$ cat config.mk
export PLATFORM = sky130hd
export DESIGN_NAME = instruction_encoder
export DESIGN_NICKNAME = d
export VERILOG_FILES = /design/src/rtl/instruction_encoder.sv
export SDC_FILE = /design/constraint.sdc
export NUM_CORES = 1
export LEC_CHECK = 0
export ABC_AREA = 1
export CAP_MARGIN = 10
export CORE_MARGIN = 2
export CORE_UTILIZATION = 45
export CTS_CLUSTER_SIZE = 14
export DETAILED_ROUTE_END_ITERATION = 8
export PLACE_DENSITY = 0.88
export SETUP_SLACK_MARGIN = 0.2
export SYNTH_ARGS = -nofsm -noshare
export SYNTH_HDL_FRONTEND = slang
export SYNTH_SLANG_ARGS = --single-unit
export TNS_END_PERCENT = 10
$ cat constraint.sdc
create_clock -name clk -period 2.7 [get_ports clk]
set_clock_uncertainty 0.15 [all_clocks]
set_input_delay 0.675 -clock clk [delete_from_list [all_inputs] [get_ports clk]]
set_output_delay 0.675 -clock clk [all_outputs]
set_load 0.1 [all_outputs]
$ cat src/rtl/instruction_encoder.sv
`default_nettype none
// ============================================================================
// instruction_encoder: packs MIPS-32 R/I/J fields into words and streams them
// with byte addresses; optional format checking under INSTR_ENCODER_FMT_CHECK_EN.
// Revision: 1.0
// ============================================================================
module instruction_encoder #(
  parameter int DEPTH  = 256,
  parameter int ADDR_W = 32
) (
  input  logic              clk,
  input  logic              reset,
  input  logic              start,
  input  logic              in_valid,
  output logic              in_ready,
  input  logic [1:0]        fmt,
  input  logic [5:0]        opcode,
  input  logic [4:0]        rs,
  input  logic [4:0]        rt,
  input  logic [4:0]        rd,
  input  logic [4:0]        shamt,
  input  logic [5:0]        funct,
  input  logic [15:0]       immediate,
  input  logic [25:0]       address,
  output logic              out_valid,
  input  logic              out_ready,
  output logic [31:0]       out_word,
  output logic [ADDR_W-1:0] out_addr,
  output logic              done,
  output logic              err
);

  localparam logic [1:0] ST_IDLE = 2'd0;
  localparam logic [1:0] ST_LOAD = 2'd1;
  localparam logic [1:0] ST_HOLD = 2'd2;
  localparam logic [1:0] ST_DONE = 2'd3;

  localparam logic [ADDR_W-1:0] DEPTH_W = ADDR_W'(DEPTH);

  logic [1:0]        state;
  logic [1:0]        state_nxt;
  logic [ADDR_W-2:0] count;
  logic [ADDR_W-1:0] count_inc;
  logic              accept;
  logic              pop;
  logic              load;
  logic              last_pop;
  logic              illegal;
  logic [31:0]       encoded;

  // count holds words already popped, so it is also the index of the held word
  assign count_inc = {1'b0, count} + {{(ADDR_W-1){1'b0}}, 1'b1};
  assign last_pop  = !(count_inc < DEPTH_W);
  assign out_valid = (state == ST_HOLD);
  assign done      = (state == ST_DONE);
  assign out_addr  = {count[ADDR_W-3:0], 2'b00};
  assign accept    = in_valid && in_ready;
  assign pop       = out_valid && out_ready;
  assign load      = accept && !illegal;

  always_comb begin
    in_ready = 1'b0;
    case (state)
      ST_LOAD: in_ready = 1'b1;
      ST_HOLD: in_ready = out_ready && (count_inc < DEPTH_W);
      default: in_ready = 1'b0;
    endcase
  end

  always_comb begin
    encoded = 32'h0000_0000;
    case (fmt)
      2'b00:   encoded = {6'b000000, rs, rt, rd, shamt, funct};
      2'b01:   encoded = {opcode, rs, rt, immediate};
      2'b10:   encoded = {opcode, address};
      default: encoded = 32'h0000_0000;
    endcase
  end

`ifdef INSTR_ENCODER_FMT_CHECK_EN
  always_comb begin
    illegal = (fmt == 2'b11) ||
              ((fmt == 2'b00) && (opcode != 6'd0)) ||
              ((fmt == 2'b10) && (opcode != 6'd2) && (opcode != 6'd3));
  end

  logic err_q;
  always_ff @(posedge clk) begin
    if (reset || start) err_q <= 1'b0;
    else if (accept && illegal) err_q <= 1'b1;
  end
  assign err = err_q;
`else
  assign illegal = 1'b0;
  assign err     = 1'b0;
`endif

  // start has priority over everything, including a pop in the same cycle
  always_comb begin
    state_nxt = state;
    case (state)
      ST_IDLE: if (start) state_nxt = ST_LOAD;
      ST_LOAD: begin
        if (start) state_nxt = ST_LOAD;
        else if (load) state_nxt = ST_HOLD;
      end
      ST_HOLD: begin
        if (start) state_nxt = ST_LOAD;
        else if (pop && !load) state_nxt = last_pop ? ST_DONE : ST_LOAD;
      end
      ST_DONE: if (start) state_nxt = ST_LOAD;
      default: state_nxt = ST_IDLE;
    endcase
  end

  always_ff @(posedge clk) begin
    if (reset) begin
      state    <= ST_IDLE;
      count    <= '0;
      out_word <= 32'h0000_0000;
    end else begin
      state <= state_nxt;
      if (start) count <= '0;
      else if (pop) count <= count_inc[ADDR_W-2:0];
      if (load && !start) out_word <= encoded;
    end
  end

endmodule
`default_nettype wire

# --- Word level (Yosys, flattened, before mapping) ---
# Index checks and enable logic that the tools add are counted.
totals:
  ff_bits: 65
  inputBits: 81
  out_inout_bits: 68
  elab_cells: 34
classes:
  add_sub_neg: 1
  magnitude_cmp: 1
  eq_ne: 8
  mux: 9
  reduce_logical: 12
op_table:
  columns: ["operator", "n"]
  rows:
  - ["32-bit one-hot mux with 3 select lines", 1]
  - ["31-bit by 1-bit adder with 32-bit output (second input constant)", 1]
  - ["32-bit by 9-bit < comparator with 1-bit output (second input constant)", 1]
  - ["2-bit two-way mux", 6]
  - ["2-bit == test (second input constant)", 3]
  - ["2-bit one-hot mux with 3 select lines", 1]
  - ["1-bit logical AND", 5]
  - ["2-bit by 1-bit == test with 1-bit output (second input constant)", 2]
  - ["2-bit zero test", 2]
  - ["2-bit OR reduction", 2]
  - ["3-bit by 2-bit != test with 1-bit output (second input constant)", 1]
  - ["3-bit != test (second input constant)", 1]
  - ["3-bit AND reduction", 1]
  - ["1-bit zero test", 2]
  - ["2-bit by 1-bit != test with 1-bit output (second input constant)", 1]
  - ["1-bit one-hot mux with 2 select lines", 1]

# --- Depth between registers and ports, before layout ---
depth:
  ltp_word: 10
  mapped_depth: 20
  ltp_nobuf: 20

# --- Worst setup path before layout ---
# Ideal clock, no wire load.
synth_timing:
  path_type: "register to register"
  from: "reg state[0]"
  to: "reg out_word[28]"
  setup_ps: 129
  arrival_time_ps: 3093
  required_time_ps: 2421
  slack_ps: -671
  path_stages_with_launch: 11
  n_path_buf: 1
  period_less_slack_ps: 3371
  cell_sequence: "dfxtp_1 > inv_1 > ha_1 > nand2_1 > inv_1 > nand4_4 > a21oi_4 > nand3_4 > buf_6 > a21oi_1 > nor2_1"
synth_between:
  elab_chain_len: 4
  elab_cells_between_ends: 5
  classes_between: "eq/ne (2); mux (1); reduce/logical (2)"
synth_lines:
  columns: ["item", "line_no", "rtl"]
  rows:
  - ["start: declaration", "40", "logic [1:0] state;"]
  - ["start signal: assignment", "122", "state <= state_nxt;"]
  - ["2-bit == test", null, null]
  - ["via out_valid", "25", "output logic out_valid,"]
  - ["1-bit one-hot mux with 2 select lines", "63", "case (state)"]
  - ["via in_ready", "15", "output logic in_ready,"]
  - ["1-bit logical AND", "57", "assign accept = in_valid && in_ready;"]
  - ["1-bit logical AND", "125", "if (load && !start) out_word <= encoded;"]
  - ["end signal: assignment", "125", null]
  - ["end: declaration", "27", "output logic [31:0] out_word,"]
# The timed path passes the listed nets, and every way through them passes these cells.
# A chain may end at the register's enable or synchronous reset.

# --- Final worst setup path ---
layout_timing:
  from: "reg count[0]"
  to: "out in_ready"
layout_between:
  elab_chain_len: 4
layout_lines:
  columns: ["item", "line_no", "rtl"]
  rows:
  - ["start: declaration", "42", "logic [ADDR_W-2:0] count;"]
  - ["start signal: assignment", "124", "else if (pop) count <= count_inc[ADDR_W-2:0];"]
  - ["31-bit by 1-bit adder with 32-bit output", "52", "assign count_inc = {1'b0, count} + {{(ADDR_W-1){1'b0}}, 1'b1};"]
  - ["32-bit by 9-bit < comparator with 1-bit output", "65", "ST_HOLD: in_ready = out_ready && (count_inc < DEPTH_W);"]
  - ["1-bit logical AND", "65", null]
  - ["1-bit one-hot mux with 2 select lines", "63", null]
  - ["end: declaration", "15", null]
# No other way between the ends.

==> metrics.md <==
| Metric | Value |
|---|---|
| Outcome | `finished with violations` |
| Failing checks | `negative setup slack` |
| Final setup viols | `33` |
| CTS Buf Count | `9` |
| Final period utilization | `1.19` |
| Placed insts | `between 900 and 1000` |
| Worst r2r dst | `out_word[13]` |
| Top Family by Delay on Critical Path | `simple AND/OR/NAND/NOR gates` |
| Initial antenna violation count | `0` |
| Synth cell types | `37` |
| Count leader, synth | `nand2_1` |
| Worst-Skew Late Latency | `350 ps` |
| Worst R2R Start | `count[0]` |
| I/O Pins | `between 100 and 150` |
| Yosys warning total | `0` |
| Critical path arrival | `between 2000 and 2500 ps` |
| Reg area | `1320 um^2` |
| Top cells by area, synth | `dfxtp_1 (29%), nand2_1 (13%), inv_1 (9.2%)` |
| Fillcell total | `between 700 and 800` |
| Critical-path top delay cell | `dfxtp_2` |
| Crit. End Element | `output pin` |
| Instance count on the critical path | `14` |
| Die area | `between 10000 and 15000 um^2` |
| Clock Sinks | `65` |
| Port Buffers | `145` |
| FF+latch count, synth | `65` |
| Residual DRC | `0` |
| Die X | `104 um` |
| WL/cell | `approximately 14 um` |
| Cell Area, Synth | `~4500 um^2` |
| CP Max Fanout | `8` |
| Synth Area in Compound Gates | `0.195` |
| Crit path capture | `in_ready` |
| Htree depth | `3` |
| Worst slack, placed | `-181 ps` |
| Post-Route WL | `around 14000 um` |
| Initial Util | `0.460` |
| Vias in the first global route | `4875` |
| Crit path required time | `1880 ps` |
| Post-DP HPWL | `a little under 10000 um` |
| CP Launch Point | `count[0]` |
| GPL Wtd Cong | `0.958` |
| Largest family of logic cells by synthesized area | `simple AND/OR/NAND/NOR gates` |
| Worst vdd ir | `between 0.0003 and 0.0004 V` |
| Vias | `~5000` |
| Total grt overflow | `0` |
| Pwr/cell area | `around 580 nW/um^2` |
| Fin. max-slew vios | `0` |
| Critical Setup Path Class | `reg2out` |
| Worst reg-to-reg setup slack | `-420 ps` |
| P&R area growth vs syn | `54.5%` |
| Antenna Nets Post-Route | `0` |
| CTS root buffer | `clkbuf_8` |
| Layout cell share with drive strength beyond 1 | `0.348` |
| Post-synthesis mux area share | `0` |
| Dominant cell type by area after synthesis | `dfxtp_1` |
| Synth async-reset ratio | `0` |
| Synth Area in Simple Gates | `0.312` |
| Multi-input logic area | `~2600 um^2` |
| Most used cell along the critical path | `nand2_1` |
| Final Worst Setup Slack | `-519 ps` |
| Synth Area in XOR/XNOR | `0.00979` |
| Cells after synthesis | `683` |
| Die Y | `104 um` |
| Post-route insts no fill | `slightly above 1000` |
| Sequential element share of the synthesized area | `0.291` |
| Unrepaired setup endpoints after global routing | `yes` |
| Leakage Power | `between 0.003 and 0.004 uW` |
| Router iterations before antenna repair | `7` |
| Hold-fix buffers at CTS | `0` |
| Nets@finish | `969` |
| Synth Area per Inst | `6.55 um^2` |
| Synth top area share | `0.291` |
| Max clock buf depth | `2` |
| Largest net degree at the start of global routing | `between 40 and 50` |
| Clock transition at the registers of the reported paths | `80 ps` |
| Commonest cells post-synth | `nand2_1 (158), inv_1 (110), dfxtp_1 (65)` |
| Worst Setup Start Kind | `flop` |
| Final Hold Fails | `0` |
| Post-Synth Adder-Cell Area | `0.0112` |
| CP peak stage delay | `roughly 370 ps` |
| Reg2Reg Depth | `21` |
| Buf/Inv on CP | `2` |
| Core footprint | `a little under 10000 um^2` |
| Critical-path cell list | `ha_4, inv_4, nor2_4, nand2_4, nor2_4, nand2_1, nand2_1, nand2_1, nor2_1, nand2_1, nor2_4, nand4_4, a21oi_4, buf_12` |
| Row Count | `36` |
| Number of synthesized flops with an enable pin | `0` |
| ANT cells | `0` |
| Worst Hold Class | `reg2reg` |
| Gr usage total | `0.259` |
| Top_reg_cell synth | `dfxtp_1` |
| Iteration-0 DRC Markers | `between 150 and 200` |
| Tmin final | `3220 ps` |
| Max Clock Freq | `roughly 310 MHz` |
| Max-cap violation count | `0` |
| Via-per-instance ratio | `4.89` |
| CTS tree | `built` |
| First-pass GRT wire length | `22700 um` |
==> cells by family (layout without fill, tap and decap cells) <==
kind of cell / after synthesis / in the layout
compound gates: 135 / 135
fa+ha+maj: 4 / 4
other cells: 1 / 3
simple gates: 303 / 303
flops: 65 / 65
xor+xnor: 5 / 5
buf+inv: 170 / 374
==> layout by cell type, fill, tap and decap left out, types with 4 or more instances in the layout <==
master	synthesis	layout
o21bai_1	9	9
nand2_2	11	19
dfxtp_1	65	51
nand2_1	158	149
xnor2_1	4	4
a21oi_2	22	28
dfxtp_2	0	12
buf_12	0	4
nor2_4	11	16
o211ai_1	28	28
buf_4	33	151
o21ai_0	26	26
o21ai_2	1	19
nor2_2	13	21
buf_16	0	5
inv_1	110	109
o21ai_1	31	12
clkdlybuf4s50_1	0	80
clkbuf_8	0	9
nor2_1	64	51
nand3_1	29	29
a21oi_1	15	9
buf_6	6	5
clkinv_4	0	4
nand3b_1	7	7
==> how the worst min path moves through the flow <==
| stage | start | end | slack [ps] | cells past startpoint |
|---|---|---|---|---|
| 6_report | out_word[23] | out_word[23] | 300 | 2 |
| 5_1_grt | out_word[24] | out_word[24] | 320 | 2 |
| 4_1_cts | out_word[23] | out_word[23] | 300 | 2 |
| 3_5_place_dp | out_word[23] | out_word[23] | 290 | 2 |
| 3_3_place_gp | out_word[23] | out_word[23] | 280 | 2 |
| 2_1_floorplan | count[5] | count[5] | 300 | 2 |
==> where the power goes <==
part | total, uW | switching (uW) | internal, uW
logic | 2120 | 1380 | 741
registers | 1140 | 79.6 | 1060
clock network | 752 | 416 | 336
==> sequential cells by signal (all words and copies together), names as in the netlist <==
name,cells
out_word,32
state,2
count,31
==> repair_timing <==
action / in CTS / in global routing
setup endpoints to repair: 33 / 35
setup buffers: 6 / 10
pin swaps: 23 / 22
gates cloned: 6 / 0
gates resized for setup: 26 / 44
==> per-stage QoR <==
step           hold WS (ps)  total power (uW)  setup TNS (ps)  area, um^2  utilization
2_1_floorplan           301              2540           -6270        4540            -
3_3_place_gp            281              2970            -167        6230        0.640
3_5_place_dp            286              2990            -181        6230        0.640
4_1_cts                 295              3880           -1130        6700        0.689
5_1_grt                 318              4190          -17000        6910        0.710
6_report                301              4010          -11370        6910        0.710
==> per-layer routing <==
layer | global-route usage | vias up | wire, um
met5 | 0 | - | 0
met2 | 0.478 | 177 | 7420
met4 | 0.0724 | 0 | 248
met3 | 0.0711 | 25 | 1030
li1 | - | 2526 | -
met1 | 0.291 | 2268 | 5700
==> worst reg2reg max path, delay by kind of cell, from the launching register on <==
| kind | cells | cell delay [ps] |
|---|---|---|
| flops | 1 | 370 |
| fa+ha+maj | 1 | 160 |
| simple gates | 11 | 1210 |
| compound gates | 3 | 410 |
| buf+inv | 6 | 720 |
==> final cells by class <==
| cell class | instances | area share |
|---|---|---|
| inverter | 112 | 0.0612 |
| sequential | 65 | 0.192 |
| tap | 133 | 0.0241 |
| multi-input combinational | 450 | 0.374 |
| timing repair buffer | 246 | 0.324 |
| clock buffer | 10 | 0.0185 |
| clock inverter | 6 | 0.00652 |
No activity file was read; power rests on OpenSTA's default activity.
